--- src/rtl/uart_tx_param_if.sv ---
// Handshake bundle between the CPU-side register and the UART transmitter.
// The master drives the request and the payload. The slave returns the line, busy and done.
interface uart_tx_param_if #(
    parameter int unsigned DATA_BITS = 8
) ();
    logic                 tx_start;
    logic [DATA_BITS-1:0] tx_data_in;
    logic                 serial_tx;
    logic                 tx_busy;
    logic                 tx_done;

    modport master (
        output tx_start,
        output tx_data_in,
        input  serial_tx,
        input  tx_busy,
        input  tx_done
    );

    modport slave (
        input  tx_start,
        input  tx_data_in,
        output serial_tx,
        output tx_busy,
        output tx_done
    );
endinterface

--- src/rtl/uart_tx_param.sv ---
// Parametrised UART transmitter: start, DATA_BITS LSB-first, optional parity, STOP_BITS.
// The parity bit is built only when the UART_TX_PARITY_EN macro is defined.
module uart_tx_param #(
    parameter int unsigned CLKS_PER_BIT = 10416,
    parameter int unsigned DATA_BITS    = 8,
    parameter int unsigned STOP_BITS    = 1,
    parameter int unsigned PARITY_ODD   = 0
) (
    input  logic             clock,
    input  logic             reset,
    uart_tx_param_if.slave   bus
);

    localparam int unsigned DIV_W = $clog2(CLKS_PER_BIT);
    localparam int unsigned IDX_W = $clog2(DATA_BITS);

    if (CLKS_PER_BIT < 2 || DATA_BITS < 5 || DATA_BITS > 9 ||
        (STOP_BITS != 1 && STOP_BITS != 2) || PARITY_ODD > 1) begin : g_bad_param
        $error("uart_tx_param: illegal parameter combination");
    end

    typedef enum logic [2:0] {
        S_IDLE,
        S_START,
        S_DATA,
`ifdef UART_TX_PARITY_EN
        S_PARITY,
`endif
        S_STOP
    } state_e;

    state_e               state_q, state_d;
    logic [DIV_W-1:0]     div_q, div_d;
    logic [IDX_W-1:0]     idx_q, idx_d;
    logic [DATA_BITS-1:0] shift_q, shift_d;
    logic                 tx_q, tx_d;
    logic                 busy_q, busy_d;
    logic                 done_q, done_d;
    logic                 bit_end;
`ifdef UART_TX_PARITY_EN
    logic                 par_q, par_d;
`endif

    always_ff @(posedge clock) begin
        if (reset) begin
            state_q <= S_IDLE;
            div_q   <= '0;
            idx_q   <= '0;
            shift_q <= '0;
            tx_q    <= 1'b1;
            busy_q  <= 1'b0;
            done_q  <= 1'b0;
`ifdef UART_TX_PARITY_EN
            par_q   <= 1'b0;
`endif
        end else begin
            state_q <= state_d;
            div_q   <= div_d;
            idx_q   <= idx_d;
            shift_q <= shift_d;
            tx_q    <= tx_d;
            busy_q  <= busy_d;
            done_q  <= done_d;
`ifdef UART_TX_PARITY_EN
            par_q   <= par_d;
`endif
        end
    end

    // Next-state logic; the line level for the next bit is decided on the edge that enters it.
    always_comb begin
        state_d = state_q;
        div_d   = div_q;
        idx_d   = idx_q;
        shift_d = shift_q;
        tx_d    = tx_q;
        busy_d  = busy_q;
        done_d  = 1'b0;
`ifdef UART_TX_PARITY_EN
        par_d   = par_q;
`endif
        bit_end = (div_q == DIV_W'(CLKS_PER_BIT - 1));

        if (state_q != S_IDLE) begin
            div_d = bit_end ? '0 : div_q + DIV_W'(1);
        end

        case (state_q)
            S_IDLE: begin
                div_d = '0;
                if (bus.tx_start) begin
                    state_d = S_START;
                    shift_d = bus.tx_data_in;
                    idx_d   = '0;
                    tx_d    = 1'b0;
                    busy_d  = 1'b1;
`ifdef UART_TX_PARITY_EN
                    par_d   = 1'(PARITY_ODD);
`endif
                end
            end
            S_START: begin
                if (bit_end) begin
                    state_d = S_DATA;
                    idx_d   = '0;
                    tx_d    = shift_q[0];
                end
            end
            S_DATA: begin
                if (bit_end) begin
                    shift_d = shift_q >> 1;
`ifdef UART_TX_PARITY_EN
                    par_d   = par_q ^ shift_q[0];
`endif
                    if (idx_q == IDX_W'(DATA_BITS - 1)) begin
                        idx_d = '0;
`ifdef UART_TX_PARITY_EN
                        state_d = S_PARITY;
                        tx_d    = par_q ^ shift_q[0];
`else
                        state_d = S_STOP;
                        tx_d    = 1'b1;
`endif
                    end else begin
                        idx_d = idx_q + IDX_W'(1);
                        tx_d  = shift_q[1];
                    end
                end
            end
`ifdef UART_TX_PARITY_EN
            S_PARITY: begin
                if (bit_end) begin
                    state_d = S_STOP;
                    idx_d   = '0;
                    tx_d    = 1'b1;
                end
            end
`endif
            S_STOP: begin
                if (bit_end) begin
                    if (idx_q == IDX_W'(STOP_BITS - 1)) begin
                        state_d = S_IDLE;
                        idx_d   = '0;
                        busy_d  = 1'b0;
                        done_d  = 1'b1;
                        tx_d    = 1'b1;
                    end else begin
                        idx_d = idx_q + IDX_W'(1);
                    end
                end
            end
            default: begin
                state_d = S_IDLE;
                div_d   = '0;
                idx_d   = '0;
                tx_d    = 1'b1;
                busy_d  = 1'b0;
            end
        endcase
    end

    assign bus.serial_tx = tx_q;
    assign bus.tx_busy   = busy_q;
    assign bus.tx_done   = done_q;

endmodule

--- src/flat_wrapper.sv ---
// flat-port wrapper written by rule: the top's interface ports become plain ports
module uart_tx_param_flat 
#(
    parameter int unsigned CLKS_PER_BIT = 10416,
    parameter int unsigned DATA_BITS    = 8,
    parameter int unsigned STOP_BITS    = 1,
    parameter int unsigned PARITY_ODD   = 0
)
  (clock, reset, bus_tx_start, bus_tx_data_in, bus_serial_tx, bus_tx_busy, bus_tx_done);
  uart_tx_param_if #(.DATA_BITS(DATA_BITS)) bus_i ();
  input  logic clock;
  input  logic reset;
  input wire logic [$bits(bus_i.tx_start)-1:0] bus_tx_start;
  input wire logic [$bits(bus_i.tx_data_in)-1:0] bus_tx_data_in;
  output wire logic [$bits(bus_i.serial_tx)-1:0] bus_serial_tx;
  output wire logic [$bits(bus_i.tx_busy)-1:0] bus_tx_busy;
  output wire logic [$bits(bus_i.tx_done)-1:0] bus_tx_done;
  assign bus_i.tx_start = bus_tx_start;
  assign bus_i.tx_data_in = bus_tx_data_in;
  assign bus_serial_tx = bus_i.serial_tx;
  assign bus_tx_busy = bus_i.tx_busy;
  assign bus_tx_done = bus_i.tx_done;
  uart_tx_param #(.CLKS_PER_BIT(CLKS_PER_BIT), .DATA_BITS(DATA_BITS), .STOP_BITS(STOP_BITS), .PARITY_ODD(PARITY_ODD)) u_core (.clock(clock), .reset(reset), .bus(bus_i));
endmodule
--- config.mk ---
export PLATFORM = sky130hd
export DESIGN_NAME = uart_tx_param_flat
export DESIGN_NICKNAME = d
export VERILOG_FILES = /design/src/rtl/uart_tx_param_if.sv /design/src/rtl/uart_tx_param.sv /design/src/flat_wrapper.sv
export SDC_FILE = /design/constraint.sdc
export NUM_CORES = 1
export LEC_CHECK = 0
export BUFFER_PORTS_ARGS = -buffer_cell sky130_fd_sc_hd__buf_2
export CORE_UTILIZATION = 60
export CTS_BUF_LIST = sky130_fd_sc_hd__clkbuf_4 sky130_fd_sc_hd__clkbuf_8
export DETAILED_ROUTE_END_ITERATION = 10
export PLACE_DENSITY_LB_ADDON = 0.1
export SLEW_MARGIN = 20
export SYNTH_ARGS = -nofsm -noshare
export SYNTH_HDL_FRONTEND = slang
export SYNTH_SLANG_ARGS = --single-unit
--- constraint.sdc ---
create_clock -name clock -period 2.5 [get_ports clock]
set_input_delay 0 -clock clock [delete_from_list [all_inputs] [get_ports clock]]
set_output_delay 0 -clock clock [all_outputs]
set_load 0.005 [all_outputs]
## Word level (Yosys, flattened, before mapping)

Cells that the tools add are included.

| word-level totals | value |
|---|---|
| logic and storage cells | 67 |
| register bits | 31 |

| cells by class | value |
|---|---|
| add/subtract/negate cells | 2 |
| bitwise logic cells | 4 |
| reduce and logical (&&, ||, !) cells | 13 |
| multiplexer cells | 30 |
| equality and inequality tests | 11 |

Operators by type and width:

| operator | count |
|---|---|
| 3-bit two-way mux | 12 |
| 3-bit one-hot mux with 4 select lines | 2 |
| 8-bit two-way mux | 2 |
| 8-bit one-hot mux with 2 select lines | 1 |
| 14-bit by 1-bit adder with 14-bit output, second input constant | 1 |
| 14-bit == test, second input constant | 1 |
| 14-bit two-way mux | 1 |
| 1-bit two-way mux | 10 |
| 2-bit by 1-bit != test with 1-bit output, second input constant | 5 |
| 4-bit AND reduction | 2 |
| 3-bit by 2-bit == test with 1-bit output, second input constant | 2 |
| 3-bit zero test | 2 |
| 6-bit AND reduction | 1 |
| 3-bit OR reduction | 2 |
| 5-bit AND reduction | 1 |
| 1-bit inverter | 4 |
| 1-bit one-hot mux with 4 select lines | 1 |
| 2-bit OR reduction | 2 |
| 3-bit by 1-bit adder with 3-bit output, second input constant | 1 |
| 3-bit by 1-bit == test with 1-bit output, second input constant | 1 |
| 3-bit == test, second input constant | 1 |
| 1-bit one-hot mux with 3 select lines | 1 |
| 3-bit AND reduction | 1 |
| 3-bit nonzero test | 1 |
| other kinds (2) | 2 |

## Longest topological paths before layout

| logic depth | value |
|---|---|
| depth after elaboration | 4 |
| mapped depth | 7 |
| mapped depth without buffers | 6 |

## Least setup slack after synthesis

No wires, ideal clock.

| timing | value |
|---|---|
| path type | reg2reg |
| from | register u_core.state_q[0] |
| to | register u_core.idx_q[0] |
| buffers on the path | 0 |
| path slack | 719 ps |
| stages on the path, launching flop included | 6 |
| data arrival time | 1660 ps |
| clock period less this slack | 1781 ps |
| path through | dfxtp_1 > inv_1 > ha_1 > or3_1 > a21oi_2 > mux2_2 |

| between the ends | value |
|---|---|
| word-level cells in the longest chain between the ends | 3 |
| elaborated cells between the ends (all ways) | 10 |
| classes of those cells | eq/ne: 7; mux: 1; reduce/logical: 2 |

RTL lines:

| what | RTL line | text |
|---|---|---|
| start: declaration | uart_tx_param.sv:32 | `state_e state_q, state_d;` |
| start signal: assignment | uart_tx_param.sv:57 | `state_q <= state_d;` |
| 3-bit by 2-bit == test with 1-bit output, or another cell as far along | uart_tx_param.sv:88 | `case (state_q)` |
| 2-bit by 1-bit != test with 1-bit output (no source line) / 2-bit != test (equally long branches) | - |  |
| 4-bit AND reduction (no source line) | - |  |
| end signal: assignment | uart_tx_param.sv:59 | `idx_q <= idx_d;` |
| end: declaration | uart_tx_param.sv:34 | `logic [IDX_W-1:0] idx_q, idx_d;` |

Several ways; a longest one is shown, not always the timed one.
A chain may end at the register's enable or synchronous reset.

## Worst setup path in the final report

Ends and elaborated chain as after synthesis.

==> results.sh <==
export IMPL_status="completed"
export IMPL_synth_top_area_frac=0.3724
export IMPL_synth_edf_count=0
export IMPL_post_cts_buffers=0
export IMPL_wl_um=3204
export IMPL_synthTopCellsByArea="dfxtp_1 (37%), ha_1 (7.8%), nor2_1 (4.2%), mux2i_1 (3.7%), nand2_1 (3.5%)"
export IMPL_max_vdd_ir_drop_mv=0.6407
export IMPL_syn_cell_area_mm2=0.001613
export IMPL_yosys_warnings=0
export IMPL_nets=225
export IMPL_design_die_area_mm2=0.002899
export IMPL_slew_violations=0
export IMPL_htreeDepth=2
export IMPL_cp_max_fo=13
export IMPL_cts_tree="built"
export IMPL_row_count=18
export IMPL_rsz0062_at_grt="no"
export IMPL_finalInstanceArea_mm2=0.001818
export IMPL_skew_ps=11.44
export IMPL_final_cells=233
export IMPL_grt_busiest_layer="met2"
export IMPL_dp_cells=219
export IMPL_antenna_found_initial=0
export IMPL_cpPeakStageDelay_ps=500
export IMPL_fmax_mhz=478.5
export IMPL_timing_setup_tns_ps=0
export IMPL_die_h_um=53.85
export IMPL_synth_cell_types=46
export IMPL_ant_nets=0
export IMPL_cts_sinks=30
export IMPL_track_usage=0.2372
export IMPL_worstHoldStart="reset"
export IMPL_cts_max_path_buffers=2
export IMPL_yosys_register_bits=30
export IMPL_grtUsageMet3=0.08475
export IMPL_arrival_ps=2320
export IMPL_syn_area_per_cell_um2=8.765
export IMPL_grt_pass1_vias=1062
export IMPL_fin_crit_sh=0.8359
export IMPL_yosysSeqAreaShare=0.3724
export IMPL_critical_path_required_ps=2730
export IMPL_overflow=0
export IMPL_synthesis_nets=205
export IMPL_r2r_start="u_core.state_q[0]"
export IMPL_root_buffer="clkbuf_4"
export IMPL_die_w_um=53.85
export IMPL_crit_family="simple AND/OR/NAND/NOR gates"
export IMPL_tightest_slew_ps=586.3
export IMPL_vias_per_cell=5.837
export IMPL_dr_pass1_iters=4
export IMPL_drcViolationCount=0
export IMPL_initial_core_util=0.6451
export IMPL_postPlaceCellArea_mm2=0.001687
export IMPL_hold_viol_final=0
export IMPL_ys_flop_type="dfxtp_1"
export IMPL_portBuffers=13
export IMPL_dpl_hpwl_um=2207
export IMPL_setup_viol=0
export IMPL_yosysTopAreaCell="dfxtp_1"
export IMPL_slew_headroom=0.6040
export IMPL_diodes=0
export IMPL_maxCapViolations=0
export IMPL_p_leak_nw=0.6922
export IMPL_crit_chain="inv_1 -> ha_1 -> or3_1 -> a21oi_2 -> mux2_2"
export IMPL_drive_gt1_frac=0.1429
export IMPL_drt_iter0_markers=59
export IMPL_vias=1360
export IMPL_grt_pass1_wl_um=4767
export IMPL_crit_type="register to register"
export IMPL_power_per_cell_area_mw_per_mm2=814.4
export IMPL_cp_startpoint="u_core.state_q[0]"
export IMPL_grtUsageMet2=0.3374
export IMPL_cts_made_buffers=5
export IMPL_syn_inst=184
export IMPL_ios=14
export IMPL_syn_to_final_growth_pct=12.72
export IMPL_wire_per_inst_um=13.75
export IMPL_fin_crit_ps=2090
export IMPL_cp_end_kind="register"
export IMPL_core_area_mm2=0.002500
export IMPL_worstSkewPairLatency_ps=330
export IMPL_hold_path_class="primary input to register"
export IMPL_start_kind="register"
export IMPL_final_core_util=0.7272
export IMPL_grtUsageMet1=0.3225
export IMPL_grt_max_degree=24
export IMPL_async_flop_share=0
export IMPL_path_buf_inv=1
export IMPL_cpMaxStageDelayCell="or3_1"
export IMPL_path_clk_slew_ps=90
export IMPL_gp_congestion=0.8439
layout by cell type, fill, tap and decap left out, types with 2 or more instances in the layout:
master	n
or3b_2	2
dlygate4sd3_1	8
xor2_1	4
a221oi_1	2
buf_2	13
xnor2_1	6
nand4_1	9
nor2b_1	3
nor2_1	18
mux2i_1	6
ha_1	10
or3_1	3
dfxtp_1	30
clkbuf_4	5
a31oi_1	7
nand2b_1	8
a211o_1	2
nand2_1	15
a21oi_2	2
nor3_1	3
inv_1	6
o21ai_0	10
a21oi_1	6
o21ai_1	2
layer usage:
metal / vias up / part of all wire
met5: - / 0
met4: 0 / 0.011
met3: 4 / 0.058
met2: 37 / 0.44
met1: 625 / 0.49
li1: 694 / -
sequential cells by signal (all words and copies together), names as in the netlist:
name                  flops
u_core.bus.tx_busy        1
u_core.shift_q            8
u_core.div_q             14
u_core.state_q            2
u_core.idx_q              3
u_core.bus.tx_done        1
u_core.bus.serial_tx      1
logic make-up after synthesis:
family,after synthesis,share of synthesized area
XOR/XNOR,10,0.05430
flip-flops,30,0.3724
multiplexers,7,0.04422
AND/OR/NAND/NOR,76,0.2746
AO/OA/AOI/OAI,36,0.1404
adder cells (fa/ha/maj),10,0.07758
buffers and inverters,15,0.03646
area by class of cell:
class / instances / area [µm²]
multi-input cells: 139 / 953.4
fillers: 198 / 681.9
flip-flops and latches: 30 / 600.6
repair buffers: 22 / 152.6
clock buffers: 6 / 51.30
well taps: 30 / 37.54
inverters: 6 / 22.52
path summary, 6_finish.rpt:
| kind | endpoint | slack [ps] | cells after the start |
|---|---|---|---|
| worst max register to register | u_core.idx_q[0] | 410 | 5 |
| worst max-delay path | u_core.idx_q[0] | 410 | 5 |
| worst min-delay path | u_core.shift_q[7] | 70 | 2 |
| worst min register to register | u_core.bus.tx_busy | 490 | 2 |
synthesized netlist by cell type, types with 2 or more instances:
library cell and n:
dfxtp_1 30, nor2_1 18, nand2_1 15, ha_1 10, o21ai_0 10, nand4_1 9, nand2b_1 8, a31oi_1 7
a21oi_1 6, inv_1 6, mux2i_1 6, xnor2_1 6, clkbuf_1 5, xor2_1 4, nor2b_1 3, nor3_1 3
or3_1 3, a211o_1 2, a21oi_2 2, a221oi_1 2, buf_1 2, o21ai_1 2, or3b_2 2
metrics by stage:
step	hold WS [ps]	setup slack, ps	total power [W]
finish	71.27	410.3	0.001481
global route	77.83	304.9	0.001574
CTS	76.74	426.5	0.001478
detailed placement	248.8	440.3	0.001184
global placement	240.0	525.8	0.001165
floorplan	136.0	718.8	0.001062
power breakdown:
part,switching [W],internal [W]
sequential,0.0000457,0.000546
combinational,0.000356,0.000248
clock,0.000159,0.000126
total,0.000560,0.000920
what timing repair did:
item                                   in CTS  in global routing
hold buffers                                8                  0
resized for setup                           0                  0
endpoints found under the hold margin       8                  0
(Power assumes the default switching activity.)
